$ cat config.mk
export PLATFORM = sky130hd
export DESIGN_NAME = shifter_seq
export DESIGN_NICKNAME = d
export VERILOG_FILES = /design/src/rtl/shifter_pkg.sv /design/src/rtl/shift_step1.sv /design/src/rtl/shifter_seq.sv
export SDC_FILE = /design/constraint.sdc
export NUM_CORES = 1
export LEC_CHECK = 0
export CAP_MARGIN = 10
export CORE_UTILIZATION = 46
export CTS_BUF_LIST = sky130_fd_sc_hd__clkbuf_4 sky130_fd_sc_hd__clkbuf_8
export DETAILED_ROUTE_END_ITERATION = 8
export GPL_ROUTABILITY_DRIVEN = 1
export PLACE_DENSITY = 0.83
export RECOVER_POWER = 50
export SLEW_MARGIN = 20
export SYNTH_ARGS = -nofsm -noshare
export SYNTH_HDL_FRONTEND = slang
export SYNTH_SLANG_ARGS = --single-unit
export TNS_END_PERCENT = 100
$ cat constraint.sdc
create_clock -name clock -period 1.87 [get_ports clock]
set_input_delay 0.374 -clock clock [delete_from_list [all_inputs] [get_ports clock]]
set_output_delay 0.374 -clock clock [all_outputs]
set_load 0.01 [all_outputs]
$ cat src/rtl/shifter_pkg.sv
// shifter_pkg: fill-mode, direction and state encodings shared by the shifters
package shifter_pkg;
  localparam logic [1:0] EXT_ZERO = 2'd0;
  localparam logic [1:0] EXT_ONE = 2'd1;
  localparam logic [1:0] EXT_EDGE = 2'd2;
  localparam logic [1:0] EXT_ROT = 2'd3;
  localparam logic DIR_LEFT = 1'b0;
  localparam logic DIR_RIGHT = 1'b1;
  typedef enum logic [1:0] {IDLE, SHIFT, DONE} state_t;
endpackage

$ cat src/rtl/shift_step1.sv
// shift_step1: one-position shift of word in dir, vacated bit filled per extend (e = latched edge bit)
module shift_step1
  import shifter_pkg::*;
#(
  parameter int WIDTH = 16
) (
  input  logic [WIDTH-1:0] word,
  input  logic             dir,
  input  logic [1:0]       extend,
  input  logic             e,
  output logic [WIDTH-1:0] word_next
);
  logic fill;
  always_comb begin
    fill = extend == EXT_ZERO ? 1'b0 :
           extend == EXT_ONE  ? 1'b1 :
           extend == EXT_EDGE ? e :
           dir == DIR_RIGHT   ? word[0] : word[WIDTH-1];
    word_next = dir == DIR_RIGHT ? {fill, word[WIDTH-1:1]} : {word[WIDTH-2:0], fill};
  end
endmodule

$ cat src/rtl/shifter_seq.sv
// shifter_seq: bit-serial shifter, req (v/by/dir/extend) -> rsp (result) over valid/ready
module shifter_seq
  import shifter_pkg::*;
#(
  parameter int WIDTH = 16
) (
  input  logic             clock,
  input  logic             reset_n,
  input  logic             req_valid,
  output logic             req_ready,
  input  logic [WIDTH-1:0] v,
  input  logic [WIDTH-1:0] by,
  input  logic             dir,
  input  logic [1:0]       extend,
  output logic             rsp_valid,
  input  logic             rsp_ready,
  output logic [WIDTH-1:0] result
);
  localparam int CNT_W = $clog2(WIDTH) + 1;
  state_t state, state_nx;
  logic [WIDTH-1:0] sr, step;
  logic [CNT_W-1:0] cnt, n;
  logic dir_q, e_q, accept;
  logic [1:0] ext_q;
  shift_step1 #(.WIDTH(WIDTH)) u_step (
    .word(sr), .dir(dir_q), .extend(ext_q), .e(e_q), .word_next(step)
  );
  always_comb begin
    accept = req_valid && state == IDLE;
    n = extend == EXT_ROT ? {1'b0, by[CNT_W-2:0]} :
        by >= WIDTH'(WIDTH) ? CNT_W'(WIDTH) : by[CNT_W-1:0];
    state_nx = state;
    state_nx = state == IDLE  ? (accept ? (n == '0 ? DONE : SHIFT) : IDLE) :
               state == SHIFT ? (cnt == CNT_W'(1) ? DONE : SHIFT) :
               rsp_ready ? IDLE : DONE;
  end
  always_ff @(posedge clock or negedge reset_n) begin
    if (!reset_n) begin
      state <= IDLE;
      sr <= '0;
      cnt <= '0;
      dir_q <= 1'b0;
      ext_q <= 2'd0;
      e_q <= 1'b0;
    end else begin
      state <= state_nx;
      if (accept) begin
        sr <= v;
        cnt <= n;
        dir_q <= dir;
        ext_q <= extend;
        e_q <= dir == DIR_RIGHT ? v[WIDTH-1] : v[0];
      end else if (state == SHIFT) begin
        sr <= step;
        cnt <= cnt - 1'b1;
      end
    end
  end
  assign req_ready = state == IDLE;
  assign rsp_valid = state == DONE;
  assign result = sr;
endmodule

# After elaboration in Yosys (flattened, before gate mapping)
# Index checks and enable logic that the tools add are counted.
[word_totals]
regBits = 27
output_inout_bits = 18
inputBits = 39
word_cells = 37
[op_classes]
n_lt_le_gt_ge = 1
muxes = 18
eq_ne = 6
addsub = 1
n_reduce_logical = 5
[ops]
columns = ["cell", "n"]
rows = [
  ["$mux W16", 3],
  ["$mux W5", 4],
  ["$ge A16 B5 Y1 const B", 1],
  ["$mux W2", 6],
  ["$eq A2 B2 Y1 const B", 3],
  ["$eq A5 B1 Y1 const B", 1],
  ["$logic_not A5 Y1", 1],
  ["$mux W1", 5],
  ["$sub A5 B1 Y5 const B", 1],
  ["$eq A2 B1 Y1 const B", 2],
  ["$logic_not A2 Y1", 2],
  ["$reduce_bool A2 Y1", 1],
  ["$logic_and A1 B1 Y1", 1],
]

# Logic depth before layout (Yosys ltp)
[logic_depth]
word_depth = 7
ltp_mapped = 6
depth_no_buf = 5

# By module
# Synthesis repeated with hierarchy kept, for this count alone.
[unflattened]
cells_unflattened = 155
hier_area_um2 = 1571.5
[modules_own_cells]
columns = ["module", "cells_each", "area_per_inst_um2", "instances", "seq_area_each_um2"]
rows = [
  ["shifter_seq", 132, 1308.8, 1, 675.6],
  ["shift_step1", 23, 262.8, 1, 0.0],
]

# Worst setup path after synthesis
# No wires, ideal clock.
[synth_path]
kind = "input-to-reg"
from = "input port by[14]"
to = "register state[0]"
arrival_ns = 1.539
n_path_buf = 0
cell_stages = 4
required_ns = 1.749
slack_ns = 0.211
setup_ns = 0.121
cell_sequence = "or4_4 > o31ai_4 > nand2_1 > a22o_1"
[synth_between]
elab_chain_len = 7
[synth_lines]
columns = ["item", "line", "rtl"]
rows = [
  ["start: declaration", "shifter_seq.sv:12", "input logic [WIDTH-1:0] by,"],
  ["$ge A16 B5 Y1", "shifter_seq.sv:31", "by >= WIDTH'(WIDTH) ? CNT_W'(WIDTH) : by[CNT_W-1:0];"],
  ["$mux W5", "shifter_seq.sv:31", ""],
  ["$mux W5", "shifter_seq.sv:30", "n = extend == EXT_ROT ? {1'b0, by[CNT_W-2:0]} :"],
  ["$logic_not A5 Y1", "shifter_seq.sv:33", "state_nx = state == IDLE ? (accept ? (n == '0 ? DONE : SHIFT) : IDLE) :"],
  ["$mux W2 (3 in a row)", "shifter_seq.sv:33", ""],
  ["net state_nx[0]", "shifter_seq.sv:20", "state_t state, state_nx;"],
  ["end signal: assignment", "shifter_seq.sv:46", "state <= state_nx;"],
  ["end: declaration", "shifter_seq.sv:20", ""],
]
# The timed path passes the listed nets, and every way through them passes these cells.
# A chain may end at the register's enable or synchronous reset.

# Final worst setup path
# Same ends and word-level chain as after synthesis.

==> key figures <==
Drt
  • Avg Vias per Cell: roughly 5.6
  • DR iter-0 viols: between 100 and 150
  • # DRC: 0
  • Vias: 1,534
  • Routed Antenna Nets: 0
  • Drt pass-1 iters: 4
  • DRT Wirelength: 3800 um
  • Wire per inst: 13.8 um

Setup path
  • Crit path DAT: 1.97 ns
  • Worst Setup EP: state[0]
  • Slowest CP cell: or4_4
  • Critical path capture point type: flip-flop
  • Worst EP required: 2.11 ns
  • Crit path launch: by[14]
  • Startpoint Class: input port
  • Worst path depth: 5
  • Crit-path cells: clkdlybuf4s50_1 -> or4_4 -> o31ai_4 -> nand2_1 -> a22o_1
  • CP bufs+invs: 1
  • FF-to-FF End: dir_q
  • Worst setup path class: input port to flip-flop
  • Critical path's largest stage delay: around 0.55 ns
  • CP top delay family: simple AND/OR/NAND/NOR gates
  • CP Max Fanout: 4
  • Reg-to-Reg Start: state[0]
  • Worst r2r path cells: 5
  • Flop2flop setup slack: 0.19 ns

GRT
  • Vias in the first global route: 1,338
  • All-Layer GR Usage: 22.2%
  • Initial antenna violation count: 0
  • Gr ovfl total: 0
  • Largest net degree at the start of global routing: 35
  • First-pass GRT wire length: 5980 um

Final layout
  • Most common cell after layout, fill and taps aside: clkdlybuf4s50_1
  • Commonest cells after routing, fill and taps aside: 53 x clkdlybuf4s50_1, 25 x dfrtp_1, 21 x nor2_1, 21 x nand2_1
  • Fin area: 2240 sq um
  • Nets: 273
  • Filler Cells Inserted: roughly 260
  • Finished Core Util: a little under three quarters
  • FF+latch area: 678 sq um
  • Post-route insts no fill: approximately 280
  • Area of the multi-input gates: 811 sq um
  • Antenna diodes: 0
  • Layout cells sized above 1: 9.52%
  • Layout area overhead: 45.1%

Pwr
  • Reg power frac: 34.3%
  • Worst VDD drop: 599 uV
  • NetSw: between 1 and 1.5 mW
  • Pwr Total: approximately 3.3 mW
  • Sw Share: 41.0%
  • Clock network power share: 7.8%
  • Power share of the combinational group: between 50% and 60%
  • Pwr/cell area: 1480 nW/um^2
  • Pint: 1.96 mW
  • Static Leakage: 0.955 nW

Synthesis
  • Asr flop ratio synth: 100%
  • Post-synth top area share: a little over two fifths
  • FF+latch count, synth: 27
  • Synth warn: 0
  • Yosys cell types: 35
  • Post-Synth Adder-Cell Area: 1.62%
  • Register area share after synthesis: 43.7%
  • Avg Cell Area, Syn: 8.98 sq um
  • Post-synthesis simple-gate area fraction: 18.7%
  • Synth Area in Compound Gates: 18.4%
  • EDFF count, synth: 0
  • Xor and xnor area share after synthesis: 1.13%
  • Synth top area cells: dfrtp_1 44%, mux2i_1 9.7%, a21oi_1 5.5%, o21ai_0 5.5%, nand2_1 5.1%
  • Area leader, netlist: dfrtp_1
  • Syn nets: between 200 and 250
  • Netlist Area Pre-Place: 1550 sq um
  • Proportion of synthesized area in mux cells: 12.6%
  • Cells after synthesis: 172
  • Dominant synthesized flop cell: dfrtp_1
  • Largest family of logic cells by synthesized area: simple AND/OR/NAND/NOR gates

Clocking
  • Clock root buffer: clkbuf_4
  • CTS tree: built
  • Clk buf depth: 2
  • Worst-skew pair later-pin latency: 0.33 ns
  • TritonCTS buffer count: 3
  • CTS Hold Buffers Added: 0
  • # H-tree levels: 1
  • Clock-pin slew on the worst setup and hold paths: 0.14 ns
  • CTS Sinks: 27

Worst hold path
  • Worst Hold Path Cells: 1
  • Hold_sp: ext_q[0]
  • Hold Crit Class: flip-flop to flip-flop

Die
  • Die H: around 60 um
  • Initial Util: between 40 and 50%
  • Core Rows: 20
  • Die area: 3600 sq um
  • Core Region: 3130 sq um
  • IO Pins: 57
  • Width of the die: 60.0 um

Timing
  • Final slew viol count: 0
  • Fmax: 576 MHz
  • Normalized max-slew margin: 54.7%
  • Post-Route Setup TNS: 0 ns
  • Setup violators final: 0
  • Final Cycle Share: 92.8%
  • Final hold vios: 0
  • Final clock skew: 0.00516 ns
  • Minimum clock period: approximately 1.7 ns
  • WHS: 0.558 ns
  • RSZ-0062 raised after global routing: no
  • Final WS setup: between 0.1 and 0.15 ns
  • Slew @ Worst Pin: 0.680 ns

Run status
  • Outcome: finished clean

Placed design
  • Placed Instances: 269
  • Gp weighted congestion: a little under 0.8
  • Port Buf Inserts: 56
  • Placed cell area: 2200 sq um
  • DP Wirelength: around 2900 um
  • Post-place setup slack: -0.223 ns

Flow run
  • Max_cap viols: 0
[routing by layer]
metal  wire length (um)  track usage (%)  vias to the layer above
met5                  0                0                        -
met4                 56             6.98                        0
met3                227             2.38                        5
met2               1860             37.3                       62
met1               1660             30.0                      734
li1                   -                -                      733
[timing repair]
item | CTS | global route
endpoints found under the setup margin | 2 | 2
setup buffers | 1 | 1
gates resized for setup | 1 | 3
[area by class of cell]
cell class,instances,share of cell area [%]
Clock inverter,1,0.223
Inverter,3,0.502
Tap cell,44,2.46
Sequential cell,27,30.2
Clock buffer,3,1.00
Multi-Input combinational cell,131,36.2
Timing Repair Buffer,66,29.4
[synth_stat cells, drive strengths merged, types with 2 or more instances]
library cell / number
buf: 5
o21ai: 17
or4: 3
nand2b: 3
nand3: 6
a21oi: 17
o31ai: 2
mux2: 4
dfrtp: 27
nand2: 21
ha: 2
a221o: 2
nor2: 21
mux2i: 15
clkbuf: 6
nor3: 2
inv: 3
[logic make-up after synthesis]
kind of cell             count (synthesis)
adder cells (fa/ha/maj)                  2
flip-flops                              27
multiplexers                            19
buffers and inverters                   14
AO/OA/AOI/OAI                           46
XOR/XNOR                                 2
AND/OR/NAND/NOR                         62
[flip-flops by register name, summed over array words and instances (netlist names)]
name and count:
ext_q 2, dir_q 1, state 2, result 16, e_q 1, cnt 5
[power by group through the flow]
stage          clock [mW]  sequential, mW  combinational [mW]
2_1_floorplan           0            1.14                1.14
3_3_place_gp            0            1.14                1.84
3_5_place_dp            0            1.16                1.90
4_1_cts             0.274            1.14                1.92
5_1_grt             0.301            1.17                2.11
6_report            0.260            1.14                1.92
[worst reg2reg max path, stage by stage (launching register included)]
cell and delay, ns:
dfrtp_2 0.48, buf_4 0.15, nand2b_1 0.16, nor2_1 0.22, buf_12 0.21, mux2_2 0.36
[worst min-delay path by stage]
| stage | to | slack, ns |
|---|---|---|
| CTS | result[15] | 0.41 |
| detailed placement | ext_q[0] | 0.53 |
| global route | result[5] | 0.56 |
| finish | ext_q[0] | 0.56 |
| global placement | e_q | 0.52 |
| floorplan | cnt[0] | 0.08 |
Note: power is estimated with default switching activity, not from simulation.
